## config.mk

```make
export PLATFORM = sky130hd
export DESIGN_NAME = wb_stage
export DESIGN_NICKNAME = d
export VERILOG_FILES = /design/src/rtl/wb_stage.sv
export SDC_FILE = /design/constraint.sdc
export NUM_CORES = 1
export LEC_CHECK = 0
export ABC_AREA = 1
export CORE_AREA = 2 2 207 209
export DETAILED_ROUTE_END_ITERATION = 12
export DIE_AREA = 0 0 209 211
export PLACE_DENSITY = 0.51
export SLEW_MARGIN = 20
export SYNTH_ARGS = -nofsm -noshare
export SYNTH_HDL_FRONTEND = slang
export SYNTH_SLANG_ARGS = --single-unit
```

## constraint.sdc

```tcl
create_clock -name clk -period 3.6 [get_ports clk]
set_input_delay 0.54 -clock clk [delete_from_list [all_inputs] [get_ports clk]]
set_output_delay 0.54 -clock clk [all_outputs]
set_load 0.05 [all_outputs]
```

## src/rtl/wb_stage.sv

```systemverilog
// -----------------------------------------------------------------------------
// wb_stage -- write-back stage of the five-stage LoongArch pipeline.
//
// Latches the memory-stage bus and commits it: general-register write,
// CSR read-data selection and CSR write, and exception / ERTN flush toward
// the earlier stages and the CSR file. Also drives the debug write-back
// trace and a retired-instruction counter. A busy trace sink (trace_hold)
// stalls retirement and back-pressures the memory stage.
//
// Ports
//   clk, resetn            pipeline clock, asynchronous active-low reset
//   ms_to_ws_valid/_bus    instruction handed over by the memory stage (168b)
//   ws_allowin             stage can take a new instruction this cycle
//   trace_hold             trace sink busy; hold the instruction in WS
//   ws_to_rf_bus           {rf_we, rf_waddr[4:0], rf_wdata[31:0]}
//   ws_forward             {result[31:0], dest[4:0], gr_we, valid} to decode
//   csr_re/_rnum/_rvalue   CSR read port (read data is combinational)
//   csr_we/_wnum/_wmask/_wdata  CSR write port
//   excp_flush, ertn_flush one-cycle commit pulses for exception / ERTN
//   wb_ecode, wb_esubcode  encoded exception cause (subcode always 0)
//   wb_pc                  PC of the committing instruction
//   retire_cnt             count of retired (non-excepting) instructions
//   debug_wb_*             write-back trace
// -----------------------------------------------------------------------------
module wb_stage (
  input  logic         clk,
  input  logic         resetn,
  input  logic         ms_to_ws_valid,
  input  logic [167:0] ms_to_ws_bus,
  output logic         ws_allowin,
  input  logic         trace_hold,
  output logic [37:0]  ws_to_rf_bus,
  output logic [38:0]  ws_forward,
  output logic         csr_re,
  output logic [13:0]  csr_rnum,
  input  logic [31:0]  csr_rvalue,
  output logic         csr_we,
  output logic [13:0]  csr_wnum,
  output logic [31:0]  csr_wmask,
  output logic [31:0]  csr_wdata,
  output logic         excp_flush,
  output logic         ertn_flush,
  output logic [5:0]   wb_ecode,
  output logic [8:0]   wb_esubcode,
  output logic [31:0]  wb_pc,
  output logic [31:0]  retire_cnt,
  output logic [31:0]  debug_wb_pc,
  output logic [3:0]   debug_wb_rf_we,
  output logic [4:0]   debug_wb_rf_wnum,
  output logic [31:0]  debug_wb_rf_wdata
);

  // Memory-stage bus layout, MSB first (pc sits in bits [31:0]).
  typedef struct packed {
    logic [31:0] csr_wdata;
    logic [31:0] csr_wmask;
    logic [13:0] csr_num;
    logic        csr_we;
    logic [15:0] excp_num;
    logic        excp;
    logic [31:0] final_result;
    logic        res_from_csr;
    logic        gr_we;
    logic [4:0]  dest;
    logic        op_ertn;
    logic [31:0] pc;
  } ms_bus_t;

  localparam logic [5:0] ECODE_INT  = 6'h00;
  localparam logic [5:0] ECODE_ADEF = 6'h08;
  localparam logic [5:0] ECODE_ALE  = 6'h09;
  localparam logic [5:0] ECODE_SYS  = 6'h0B;
  localparam logic [5:0] ECODE_BRK  = 6'h0C;
  localparam logic [5:0] ECODE_INE  = 6'h0D;

  logic        ws_valid;
  ms_bus_t     ws_bus_r;
  logic [31:0] retire_cnt_r;

  logic        ws_ready_go;
  logic        commit;
  logic        ok;
  logic        flush;
  logic        rf_we;
  logic [31:0] wb_data;

  // ---------------------------------------------------------------------------
  // Stage handshake and commit qualifiers
  // ---------------------------------------------------------------------------
  assign ws_ready_go = !trace_hold;
  assign ws_allowin  = !ws_valid || ws_ready_go;
  assign commit      = ws_valid && ws_ready_go;
  assign ok          = commit && !ws_bus_r.excp;
  // An excepting instruction never raises ertn_flush, so the two pulses
  // are mutually exclusive by construction.
  assign excp_flush  = commit && ws_bus_r.excp;
  assign ertn_flush  = ok && ws_bus_r.op_ertn;
  assign flush       = excp_flush || ertn_flush;

  // ---------------------------------------------------------------------------
  // State
  // ---------------------------------------------------------------------------
  // NOTE: sequential state is written with non-blocking assignments so every
  // flop samples pre-edge values regardless of block ordering.
  always_ff @(posedge clk or negedge resetn) begin
    if (!resetn) begin
      ws_valid <= 1'b0;
    end else if (flush) begin
      // Flush wins over a simultaneous load: the stage drains for one cycle,
      // which keeps each flush a single-cycle pulse.
      ws_valid <= 1'b0;
    end else if (ws_allowin) begin
      ws_valid <= ms_to_ws_valid;
    end
  end

  // NOTE: the payload register is reset as well (not just the valid bit)
  // so that every pass-through output reads 0 straight out of reset.
  always_ff @(posedge clk or negedge resetn) begin
    if (!resetn) begin
      ws_bus_r <= '0;
    end else if (ms_to_ws_valid && ws_allowin) begin
      ws_bus_r <= ms_to_ws_bus;
    end
  end

  // Wraps naturally at 2^32.
  always_ff @(posedge clk or negedge resetn) begin
    if (!resetn) begin
      retire_cnt_r <= '0;
    end else if (ok) begin
      retire_cnt_r <= retire_cnt_r + 32'd1;
    end
  end

  assign retire_cnt = retire_cnt_r;

  // ---------------------------------------------------------------------------
  // Result selection, register file and CSR ports
  // ---------------------------------------------------------------------------
  assign wb_data = ws_bus_r.res_from_csr ? csr_rvalue : ws_bus_r.final_result;

  assign csr_re   = ws_valid && ws_bus_r.res_from_csr;
  assign csr_rnum = ws_bus_r.csr_num;

  assign rf_we        = ok && ws_bus_r.gr_we;
  assign ws_to_rf_bus = {rf_we, ws_bus_r.dest, wb_data};

  assign csr_we    = ok && ws_bus_r.csr_we;
  assign csr_wnum  = ws_bus_r.csr_num;
  assign csr_wmask = ws_bus_r.csr_wmask;
  assign csr_wdata = ws_bus_r.csr_wdata;

  // gr_we is forwarded ungated: decode needs to see a pending writer even
  // while it is stalled by trace_hold.
  assign ws_forward = {wb_data, ws_bus_r.dest, ws_bus_r.gr_we, ws_valid};

  // ---------------------------------------------------------------------------
  // Exception cause encoding: lowest set excp_num bit wins
  // ---------------------------------------------------------------------------
  // NOTE: the output gets a default before the priority chain so no path
  // leaves it unassigned, which would otherwise infer a latch.
  always_comb begin
    wb_ecode = ECODE_INT;
    if      (ws_bus_r.excp_num[0]) wb_ecode = ECODE_INT;
    else if (ws_bus_r.excp_num[1]) wb_ecode = ECODE_ADEF;
    else if (ws_bus_r.excp_num[2]) wb_ecode = ECODE_ALE;
    else if (ws_bus_r.excp_num[3]) wb_ecode = ECODE_SYS;
    else if (ws_bus_r.excp_num[4]) wb_ecode = ECODE_BRK;
    else if (ws_bus_r.excp_num[5]) wb_ecode = ECODE_INE;
  end

  assign wb_esubcode = 9'd0;
  assign wb_pc       = ws_bus_r.pc;

  // ---------------------------------------------------------------------------
  // Debug write-back trace
  // ---------------------------------------------------------------------------
  assign debug_wb_pc       = ws_bus_r.pc;
  assign debug_wb_rf_we    = {4{rf_we}};
  assign debug_wb_rf_wnum  = ws_bus_r.dest;
  assign debug_wb_rf_wdata = wb_data;

endmodule

```

==> impl_metrics.json <==
{
  "status": "finished clean",
  "cts_resized": 0,
  "post-cts-setup-buffers": 0,
  "final_common_cell": "clkdlybuf4s50_1",
  "min_path_type": "in -> async",
  "drc": 0,
  "tritoncts": "yes",
  "port_buffers": 508,
  "antenna_found_initial": 1,
  "grt_use_total": 0.132,
  "layout_common_cells": "507 x clkdlybuf4s50_1, 190 x dfrtp_1, 121 x mux2_2, 113 x nand2_1, 76 x nor2_1",
  "fillers": 4244,
  "reg2reg_from": "ws_valid",
  "fp.dieW_um": 209,
  "crit_start": "ws_bus_r[39]",
  "peakVddDrop_mv": 0.302,
  "synth-async-reset-ratio": 1.00,
  "root_buffer": "clkbuf_16",
  "ff_latch_area_mm2": 0.00478,
  "drive_above_1_share": 0.145,
  "cts_buffers": 17,
  "grt_max_degree": 92,
  "ant_nets": 0,
  "drt_wl_total_um": 29400,
  "fin_crit_sh": 0.908,
  "fin_tns_setup_ns": 0,
  "dp_hpwl_um": 22900,
  "post-route-min-period_ns": 3.27,
  "clock.fmax_ghz": 0.306,
  "via_count": 7156,
  "crit_type": "reg -> out",
  "antennaDiodeCount": 0,
  "worstSetupEndpointType": "output pin",
  "worstReg2RegEnd": "debug_wb_pc[28]",
  "multi_input_area_mm2": 0.00303,
  "area_delta_synth_final_pct": 43.6,
  "start_kind": "register",
  "ctsHoldBuffers": 0,
  "drv_slew": 0,
  "powerDensity_mw_per_mm2": 620,
  "overflow": 0,
  "grt_pass1_wl_um": 44100,
  "p_leak_nw": 6.06,
  "grt_pass1_vias": 7262,
  "rr_worst_depth": 4,
  "maxCapViolations": 0,
  "finalSetupViolCount": 0,
  "worst_pin_slew_ns": 0.804,
  "cts.clk_slew.worst_paths_ns": 0.07,
  "postLayoutCellArea_mm2": 0.0145,
  "cp.required_ns": 3.06,
  "drtIter0Drc": 194,
  "via_per_inst": 3.94,
  "wire_per_inst_um": 16.2,
  "finalHoldViolCount": 0,
  "rsz0062_at_grt": "no",
  "clkLatencyLatePin_ns": 0.45,
  "crit_fanout": 56,
  "clk_path_buf_depth": 2,
  "synth-seq-cells": 191,
  "cts_max_level": 4,
  "slew_headroom": 0.464,
  "yosys_warnings": 0,
  "die_height_um": 211,
  "rows": 75,
  "post_dp_cell_area_mm2": 0.0140,
  "fin_ws_ns": 0.331,
  "gp_congestion": 0.768,
  "dieArea_mm2": 0.0441,
  "regToRegSetupSlack_ns": 1.61,
  "syn_avg_cell_area_um2": 10.1,
  "synth_flop_cell": "dfrtp_1",
  "instances_no_fill": 1815,
  "dr.pass1.iters": 4,
  "endpoint": "debug_wb_rf_wdata[4]",
  "synth_cell_types": 34,
  "place_ws_ns": 0.670,
  "nets": 1468,
  "dp_cells": 1783,
  "skew_ns": 0.00911,
  "io_pins": 530,
  "core_area_mm2": 0.0418,
  "cts_sinks": 191,
  "syn_inst": 998,
  "synth_edf_count": 0,
  "start_util": 0.242,
  "synth_seq_area_share": 0.472,
  "arrival_ns": 2.73,
  "syn_area_mm2": 0.0101
}
==> state kept, by name, indices dropped and copies added (netlist names) <==
signal / cells
retire_cnt: 32
csr_wmask: 32
ws_forward: 1
ws_bus_r: 42
debug_wb_pc: 32
debug_wb_rf_wnum: 5
ws_valid: 1
csr_wdata: 32
csr_rnum: 14
==> per-layer routing <==
layer  wire [um]  up-vias  global-route usage  share of wire
li1            -     3447                   -              -
met1       11600     3464               0.148           0.39
met2       15800      224               0.241           0.54
met3        1660       19              0.0370          0.056
met4         332        2              0.0426          0.011
met5          13        -                   0        0.00044
==> synth_stat cells, drive strengths merged, types with 2 or more instances <==
master | count | area [um^2]
buf | 275 | 2070
dfrtp | 191 | 4780
mux2 | 121 | 1360
nand2 | 119 | 462
nor2 | 82 | 333
inv | 70 | 263
a21oi | 38 | 190
o21ai | 33 | 165
nand3 | 15 | 97.6
xnor2 | 12 | 105
nand4 | 9 | 56.3
clkbuf | 7 | 26.3
nor3 | 6 | 51.3
xor2 | 6 | 52.6
nand3b | 4 | 30.0
nor4 | 2 | 12.5
o21bai | 2 | 15.0
==> worst min path at each step <==
| stage | to | slack [ns] |
|---|---|---|
| floorplan | csr_rnum[0] | 0.24 |
| global placement | csr_wmask[25] | 0.49 |
| detailed placement | retire_cnt[31] | 0.49 |
| CTS | debug_wb_rf_wnum[0] | 0.20 |
| global route | debug_wb_pc[23] | 0.22 |
| finish | csr_rnum[5] | 0.18 |
==> worst max-delay path, cell delays in order (launching register included) <==
cell             delay (ns)
dfrtp_2                0.70
o21ai_0                0.64
clkdlybuf4s50_1        0.92
==> report_power, final <==
part / internal, mW / total [mW] / switching, mW
Clock: 0.912 / 1.85 / 0.936
Sequential: 2.47 / 2.71 / 0.242
Combinational: 1.50 / 4.44 / 2.94
==> metrics by stage <==
| step | hold WS [ns] | power, mW | utilization |
|---|---|---|---|
| floorplan | 0.244 | 6.29 | - |
| global placement | 0.487 | 7.22 | 0.335 |
| detailed placement | 0.488 | 7.25 | 0.335 |
| CTS | 0.197 | 9.16 | 0.348 |
| global route | 0.216 | 9.40 | 0.348 |
| finish | 0.184 | 9.01 | 0.348 |
==> cell type report <==
class,instances,area share
timing repair buffer,518,0.360
sequential,191,0.329
multi-input combinational,465,0.208
tap,539,0.0464
clock buffer,18,0.0295
inverter,70,0.0181
clock inverter,14,0.00870
==> cells by family (layout without fill, tap and decap cells) <==
group                    count (synthesis)  in the layout  share of synthesized area
buffers and inverters                  352            620                      0.233
AND/OR/NAND/NOR                        240            240                      0.105
flip-flops                             191            191                      0.472
multiplexers                           121            121                      0.135
AO/OA/AOI/OAI                           74             74                     0.0373
XOR/XNOR                                18             18                     0.0156
adder cells (fa/ha/maj)                  1              1                    0.00124
other                                    1             11                   0.000371
Power figures use the tool's default switching activity.
